**src/rtl/pcm_mute_pkg.sv**
```systemverilog
// Shared types and default constants for the PCM frame muter and its
// clock-exchanger companions.
package pcm_mute_pkg;

  typedef enum logic [1:0] {
    ST_PLAY      = 2'd0,
    ST_MUTE_PEND = 2'd1,
    ST_MUTED     = 2'd2,
    ST_REL_PEND  = 2'd3
  } mute_state_e;

  localparam int unsigned RELEASE_FRAMES_DEF = 16;
  localparam int unsigned WDOG_LIMIT_DEF     = 128;

  function automatic logic state_is_gated(input mute_state_e s);
    return (s == ST_MUTED) || (s == ST_REL_PEND);
  endfunction

endpackage

```
**src/rtl/pcm_mute_sync2.sv**
```systemverilog
// Two-flop synchroniser for a single asynchronous level signal.
module pcm_mute_sync2 (
  input  logic clk_i,
  input  logic nrst_i,
  input  logic d_i,
  output logic q_o
);

  logic meta_q, meta_d;
  logic sync_q, sync_d;

  always_comb begin
    meta_d = d_i;
    sync_d = meta_q;
  end

  always_ff @(posedge clk_i or negedge nrst_i) begin
    if (!nrst_i) begin
      meta_q <= 1'b0;
      sync_q <= 1'b0;
    end else begin
      meta_q <= meta_d;
      sync_q <= sync_d;
    end
  end

  assign q_o = sync_q;

endmodule

```
**src/rtl/pcm_frame_muter.sv**
```systemverilog
// Frame-aligned I2S muter: zeroes whole stereo frames on a mute request.
// Optional LRCK watchdog enabled by defining PCM_MUTE_LRCK_WDOG_EN.
module pcm_frame_muter
  import pcm_mute_pkg::*;
#(
  parameter int unsigned LANES          = 4,
  parameter int unsigned RELEASE_FRAMES = RELEASE_FRAMES_DEF,
  parameter int unsigned WDOG_LIMIT     = WDOG_LIMIT_DEF
) (
  input  logic             bck_i,
  input  logic             nrst_i,
  input  logic             lrck_i,
  input  logic [LANES-1:0] sdata_i,
  input  logic             ndatmute_i,
  output logic             lrck_o,
  output logic [LANES-1:0] sdata_o,
  output logic             nmute_o,
  output logic             lrck_lost_o
);

  if (RELEASE_FRAMES < 1 || RELEASE_FRAMES > 255) begin : g_bad_release
    $error("RELEASE_FRAMES must be within 1..255");
  end
  if (WDOG_LIMIT < 1) begin : g_bad_wdog
    $error("WDOG_LIMIT must be at least 1");
  end

  localparam logic [7:0] REL_LAST = 8'(RELEASE_FRAMES - 1);

  logic             ndatmute_sync;
  logic             mute_req;
  logic             frame_start;
  logic             lrck_lost;
  logic             gate_d;

  mute_state_e      state_q, state_d;
  logic [7:0]       rel_cnt_q, rel_cnt_d;
  logic             lrck_q, lrck_d;
  logic [LANES-1:0] sdata_q, sdata_d;
  logic             nmute_q, nmute_d;

  pcm_mute_sync2 u_sync (
    .clk_i  (bck_i),
    .nrst_i (nrst_i),
    .d_i    (ndatmute_i),
    .q_o    (ndatmute_sync)
  );

`ifdef PCM_MUTE_LRCK_WDOG_EN
  localparam int unsigned       WDOG_W   = $clog2(WDOG_LIMIT + 1);
  localparam logic [WDOG_W-1:0] WDOG_MAX = WDOG_W'(WDOG_LIMIT);

  logic              lrck_edge;
  logic [WDOG_W-1:0] wdog_q, wdog_d;
  logic              lrck_lost_q, lrck_lost_d;

  always_comb begin
    lrck_edge = lrck_q ^ lrck_i;
    wdog_d    = wdog_q;
    if (lrck_edge) begin
      wdog_d = '0;
    end else if (wdog_q != WDOG_MAX) begin
      wdog_d = wdog_q + WDOG_W'(1);
    end
    lrck_lost_d = !lrck_edge && (wdog_d == WDOG_MAX);
  end

  always_ff @(posedge bck_i or negedge nrst_i) begin
    if (!nrst_i) begin
      wdog_q      <= '0;
      lrck_lost_q <= 1'b0;
    end else begin
      wdog_q      <= wdog_d;
      lrck_lost_q <= lrck_lost_d;
    end
  end

  assign lrck_lost = lrck_lost_q;
`else
  assign lrck_lost = 1'b0;
`endif

  assign mute_req    = ~ndatmute_sync | lrck_lost;
  assign frame_start = lrck_q & ~lrck_i;

  always_comb begin
    state_d   = state_q;
    rel_cnt_d = rel_cnt_q;
    unique case (state_q)
      ST_PLAY: begin
        if (mute_req) state_d = ST_MUTE_PEND;
      end
      ST_MUTE_PEND: begin
        if (!mute_req) begin
          state_d = ST_PLAY;
        end else if (frame_start) begin
          state_d   = ST_MUTED;
          rel_cnt_d = '0;
        end
      end
      ST_MUTED: begin
        if (!mute_req) begin
          state_d   = ST_REL_PEND;
          rel_cnt_d = '0;
        end
      end
      ST_REL_PEND: begin
        if (mute_req) begin
          state_d   = ST_MUTED;
          rel_cnt_d = '0;
        end else if (frame_start) begin
          if (rel_cnt_q == REL_LAST) begin
            state_d = ST_PLAY;
          end else if (rel_cnt_q != '1) begin
            rel_cnt_d = rel_cnt_q + 8'd1;
          end
        end
      end
      default: state_d = ST_MUTED;
    endcase

    // Gate from the next state so the data sampled on the deciding
    // frame_start is already on the new side of the boundary.
    gate_d  = state_is_gated(state_d);
    lrck_d  = lrck_i;
    sdata_d = gate_d ? '0 : sdata_i;
    nmute_d = ~gate_d;
  end

  always_ff @(posedge bck_i or negedge nrst_i) begin
    if (!nrst_i) begin
      state_q   <= ST_MUTED;
      rel_cnt_q <= '0;
      lrck_q    <= 1'b0;
      sdata_q   <= '0;
      nmute_q   <= 1'b0;
    end else begin
      state_q   <= state_d;
      rel_cnt_q <= rel_cnt_d;
      lrck_q    <= lrck_d;
      sdata_q   <= sdata_d;
      nmute_q   <= nmute_d;
    end
  end

  assign lrck_o      = lrck_q;
  assign sdata_o     = sdata_q;
  assign nmute_o     = nmute_q;
  assign lrck_lost_o = lrck_lost;

endmodule

```
**config.mk**
```make
export PLATFORM = sky130hd
export DESIGN_NAME = pcm_frame_muter
export DESIGN_NICKNAME = d
export VERILOG_FILES = /design/src/rtl/pcm_mute_pkg.sv /design/src/rtl/pcm_mute_sync2.sv /design/src/rtl/pcm_frame_muter.sv
export SDC_FILE = /design/constraint.sdc
export NUM_CORES = 1
export LEC_CHECK = 0
export BUFFER_PORTS_ARGS = -buffer_cell sky130_fd_sc_hd__buf_2
export CORE_ASPECT_RATIO = 0.8
export CORE_MARGIN = 8
export CORE_UTILIZATION = 40
export DETAILED_ROUTE_END_ITERATION = 12
export GPL_TIMING_DRIVEN = 0
export PLACE_DENSITY = 0.64
export RECOVER_POWER = 100
export SYNTH_ARGS = -nofsm -noshare
export SYNTH_HDL_FRONTEND = slang
export SYNTH_SLANG_ARGS = --single-unit
```
**constraint.sdc**
```tcl
create_clock -name bck_i -period 4.4 [get_ports bck_i]
set_clock_uncertainty 0.1 [all_clocks]
set_input_delay 0.88 -clock bck_i [delete_from_list [all_inputs] [get_ports bck_i]]
set_output_delay 0.88 -clock bck_i [all_outputs]
set_load 0.02 [all_outputs]
```
# After elaboration in Yosys (flattened, before gate mapping)
# Index checks and enable logic that the tools add are counted.
# W data, S select, Z words.
[op_classes]
reduce_logical = 4
n_eq_ne = 13
addsub = 1
muxes = 17
bitwise = 3
[op_table]
columns = ["cell", "count"]
rows = [
  ["$mux W8", 7],
  ["$pmux W8 S3", 1],
  ["$mux W2", 7],
  ["$ne A3 B3 Y1 const B", 3],
  ["$add A8 B1 Y8 const B", 1],
  ["$eq A2 B2 Y1 const B", 4],
  ["$eq A8 B4 Y1 const B", 1],
  ["$ne A8 B8 Y1 const B", 1],
  ["$pmux W2 S4", 1],
  ["$reduce_and A7 Y1", 1],
  ["$mux W4", 1],
  ["$ne A2 B2 Y1 const B", 2],
  ["$reduce_bool A3 Y1", 1],
  ["$eq A2 B1 Y1 const B", 1],
  ["$logic_not A2 Y1", 1],
  ["$ne A2 B1 Y1 const B", 1],
  ["$not A1 Y1", 2],
  ["$and A1 B1 Y1", 1],
  ["$logic_or A1 B1 Y1", 1],
]
[totals]
output_inout_bits = 7
input_bits = 8
register_bits = 18
word_cells = 45

# Logic depth before layout (Yosys ltp)
[logic_depth]
ltp_word = 8
ltp_mapped = 6
ltp_nobuf = 5

# Modules after synthesis
# Synthesis repeated with hierarchy kept, for this count alone.
[hier_totals]
cells_unflattened = 81
area_unflattened_um2 = 858.3
[by_module_without_submodules]
columns = ["mod", "seq_area_each_um2", "area_each_um2", "cells_per_inst", "n_inst"]
rows = [
  ["pcm_frame_muter", 401.6, 808.3, 79, 1],
  ["pcm_mute_sync2", 50.0, 50.0, 2, 1],
]

# Worst setup path after synthesis
# Ideal clock, no wire load.
[synth_path]
kind = "input port to flip-flop"
from = "input port lrck_i"
to = "register rel_cnt_q[1]"
t_required_ns = 4.174
n_path_buf = 0
path_slack_ns = 2.266
arrival_ns = 1.908
setup_ns = 0.126
stages = 4
cell_sequence = "nand3b_1 > o211a_1 > and2_1 > a221o_1"
[synth_via]
elab_chain_cells = 4
word_cells_on_any_way = 5
cone_classes = "eq/ne: 2; bitwise: 2; reduce/logical: 1"
[synth_rtl]
columns = ["element", "line_no", "rtl"]
rows = [
  ["start: declaration", "pcm_frame_muter.sv:12", "input logic lrck_i,"],
  ["$not A1 Y1 (*)", "pcm_frame_muter.sv:84", "assign frame_start = lrck_q & ~lrck_i;"],
  ["$and A1 B1 Y1 (*)", "pcm_frame_muter.sv:84", ""],
  ["$ne A3 B3 Y1 (no source line) or $ne A2 B2 Y1 (tied branches)", "-", ""],
  ["$reduce_and A7 Y1 (no source line) (*)", "-", ""],
  ["end signal: assignment", "pcm_frame_muter.sv:139", "rel_cnt_q <= rel_cnt_d;"],
  ["end: declaration", "pcm_frame_muter.sv:37", "logic [7:0] rel_cnt_q, rel_cnt_d;"],
]
# Every way passes the cells marked *; elsewhere a longest branch is shown, timed or not.
# A chain may end at the register's enable or synchronous reset.

# Worst setup path in the final report
[layout_path]
from = "register rel_cnt_q[0]"
to = "register rel_cnt_q[1]"
[layout_via]
elab_chain_cells = 6
word_cells_on_any_way = 11
cone_classes = "add/sub: 1; eq/ne: 4; mux: 5; reduce/logical: 1"
[layout_rtl]
columns = ["element", "line_no", "rtl"]
rows = [
  ["$add A8 B1 Y8", "pcm_frame_muter.sv:115", "rel_cnt_d = rel_cnt_q + 8'd1;"],
  ["$mux W8", "pcm_frame_muter.sv:114", "end else if (rel_cnt_q != '1) begin"],
  ["$mux W8", "pcm_frame_muter.sv:112", "if (rel_cnt_q == REL_LAST) begin"],
  ["$mux W8", "pcm_frame_muter.sv:111", "end else if (frame_start) begin"],
  ["$mux W8", "pcm_frame_muter.sv:108", "if (mute_req) begin"],
  ["$pmux W8 S3", "pcm_frame_muter.sv:89", "unique case (state_q)"],
]
# Parallel ways exist; a longest one is shown, timed or not. The select of a mux whose other input is x is not followed.

==> results.md <==
- Outcome: complete, no violations
- Finished Core Util: 0.465
- DRC: 0
- H-tree levels: 1
- Slew Viols, Final: 0
- Crit path launch type: flip-flop
- Crit path kind: reg2reg
- Fin nets: 108
- Sequential power share: 0.550
- Hold crit path type: reg2reg
- Die X: 68.8 um
- Hold Slack: 0.256 ns
- Detailed placement HPWL: 1.22 mm
- Deepest clock path buffer count: 2
- Synth async-reset ratio: 1.00
- RSZ-0062 raised after global routing: no
- Vias in the first global route: 643
- IO Pins: 15
- Worst slew pin tran: 0.947 ns
- Distinct cell type count after synthesis: 37
- Final WS setup: 2.39 ns
- Setup TNS: 0 ns
- Setup WS pre-CTS: 2.03 ns
- Final setup viols: 0
- GRT Util Overall: 0.0927
- Crit path DAT: 2.11 ns
- Diode count: 0
- Period utilisation layout: 0.458
- Initial antenna violation count: 0
- Relative slew margins: 0.369
- Synth Warn #: 0
- CTS tree: done
- Max_cap viols: 0
- Max rail drop VDD: 0.000265 V
- DRT antenna net count: 0
- I/O Buffers: 13
- Syn Inst Count: 81
- DRT iter0 DRCs: 57
- Clock slew at reported path FFs: 0.11 ns
- TritonRoute pass-1 iters: 4
- Synth cell count leaders: dfrtp_1, nand3_1, and2_1, nand2_1, nor2_1
- Switching pwr: 89.5 uW
- CP endpoint kind: flip-flop
- Synth top area share: 0.478
- Post-Route WL: 1.71 mm
- Cell taking the most area after synthesis: dfrtp_1
- Tmin final: 2.01 ns
- Cell with the most instances after synthesis: dfrtp_1
- Clock latency on the worst-skew pair: 0.30 ns
- EDFF count, synth: 0
- Final Hold Fails: 0
- Synth Register Bits: 18
- Average cell area after synthesis: 11.0 sq um
- Int Power: 249 uW
- Logic pwr share: 0.142
- Clock power frac: 0.307
- Sw Share: 0.264
- Core area: 2140 sq um
- Share of cells above drive strength 1: 0.173
- Synth area leaders: dfrtp_1, and2_1, nand3_1
- Routed wire per std cell: 13.9 um
- Vias per cell: 5.52
- Synth Flop Type: dfrtp_1
- Worst path required time: 4.50 ns
- DP Cell Count: 119
- Layout Cells excl Fill: 123
- Overall die height: 58.2 um
- Total CTS buffers: 3
- FMAX: 496 MHz
- PwrDens: 340 nW/um^2
- # fillers: 211
- Root buffer cell: clkbuf_4
- Leakage power: 0.000443 uW
- Clock sinks: 18
- Global-route wire length before repair: 2.88 mm
- Final Wtd Congestion: 0.803
- Sequential fraction of the synthesis area: 0.507
- Critical path peak fanout: 7
- Post-CTS Hold Fix Bufs: 0
- Mapped Area: 891 sq um
- Via count: 679
- Die Footprint: 4000 sq um
- Syn Nets: 90
- Gates resized, CTS repair: 0
- Rows: 15
- Setup Buffers After CTS: 0
- Initial core utilization: 0.416
- GR Overflow Total: 0
- Area Growth Syn to Fin: 11.8%
- Largest net degree at the start of global routing: 19
-- final timing paths --
kind | from | endpoint | slack [ns] | cells after the start
setup / recovery | rel_cnt_q[0] | rel_cnt_q[1] | 2.39 | 5
setup reg to reg | rel_cnt_q[0] | rel_cnt_q[1] | 2.39 | 5
hold / removal | u_sync.meta_q | u_sync.q_o | 0.26 | 0
max in group asynchronous | nrst_i | lrck_o | 3.03 | 1
min in group asynchronous | nrst_i | sdata_o[1] | 0.59 | 1
hold reg to reg | u_sync.meta_q | u_sync.q_o | 0.26 | 0
-- through the flow --
| stage | total power (uW) | instance area (sq um) |
|---|---|---|
| floorplan | 223 | 891 |
| global placement | 238 | 987 |
| detailed placement | 239 | 987 |
| CTS | 343 | 1020 |
| global route | 355 | 996 |
| finish | 339 | 996 |
-- layout make-up --
| class | instances | area, sq um | share of cell area |
|---|---|---|---|
| Clock buffer | 4 | 36.3 | 0.0364 |
| Inverter | 2 | 7.51 | 0.00754 |
| Timing Repair Buffer | 13 | 55.1 | 0.0553 |
| Sequential cell | 18 | 452 | 0.454 |
| Buffer | 3 | 26.3 | 0.0264 |
| Tap cell | 25 | 31.3 | 0.0314 |
| Multi-Input combinational cell | 58 | 388 | 0.389 |
-- cell families after synthesis --
group           after synthesis  share of synthesized area
compound gates               21                      0.211
fa+ha+maj                     1                     0.0140
buf+inv                       5                     0.0379
flops                        18                      0.507
other cells                   1                    0.00421
simple gates                 35                      0.226
-- power by group through the flow --
stage          Sequential (uW)  Combinational [uW]  Clock, uW
6_report                   186                48.1        104
5_1_grt                    188                53.2        114
4_1_cts                    186                50.0        107
3_5_place_dp               189                49.9          0
3_3_place_gp               189                49.4          0
2_1_floorplan              190                33.0          0
-- cell usage in the layout, fill, tap and decap left out, types with 2 or more instances in the layout --
cell type,count
a21bo_2,2
clkbuf_4,3
nor2_1,5
buf_2,5
and3_1,3
nand3b_1,3
nand2_1,5
inv_1,2
nand3_1,6
nand4_1,2
clkbuf_1,9
and2_1,4
o21ai_0,3
dfrtp_1,17
o22a_1,3
-- critical path, cell delays in order (launching register included) --
cell and delay [ns]:
dfrtp_1 0.45, ha_1 0.26, nand4_1 0.14, o2111ai_1 0.54
nor2_1 0.11, a221o_1 0.31
-- registers in the layout (all words and copies together) (netlist names) --
| name | count |
|---|---|
| lrck_o | 1 |
| state_q | 2 |
| rel_cnt_q | 8 |
| u_sync.meta_q | 1 |
| sdata_o | 4 |
| nmute_o | 1 |
| u_sync.q_o | 1 |
-- per-layer routing --
metal / part of all wire / GRT usage / up-vias / routed length (um)
li1: - / - / 334 / -
met1: 0.52 / 0.129 / 317 / 888
met2: 0.38 / 0.128 / 24 / 651
met3: 0.083 / 0.0308 / 4 / 142
met4: 0.014 / 0.0343 / 0 / 24
met5: 0 / 0 / - / 0
(Power assumes the default switching activity.)
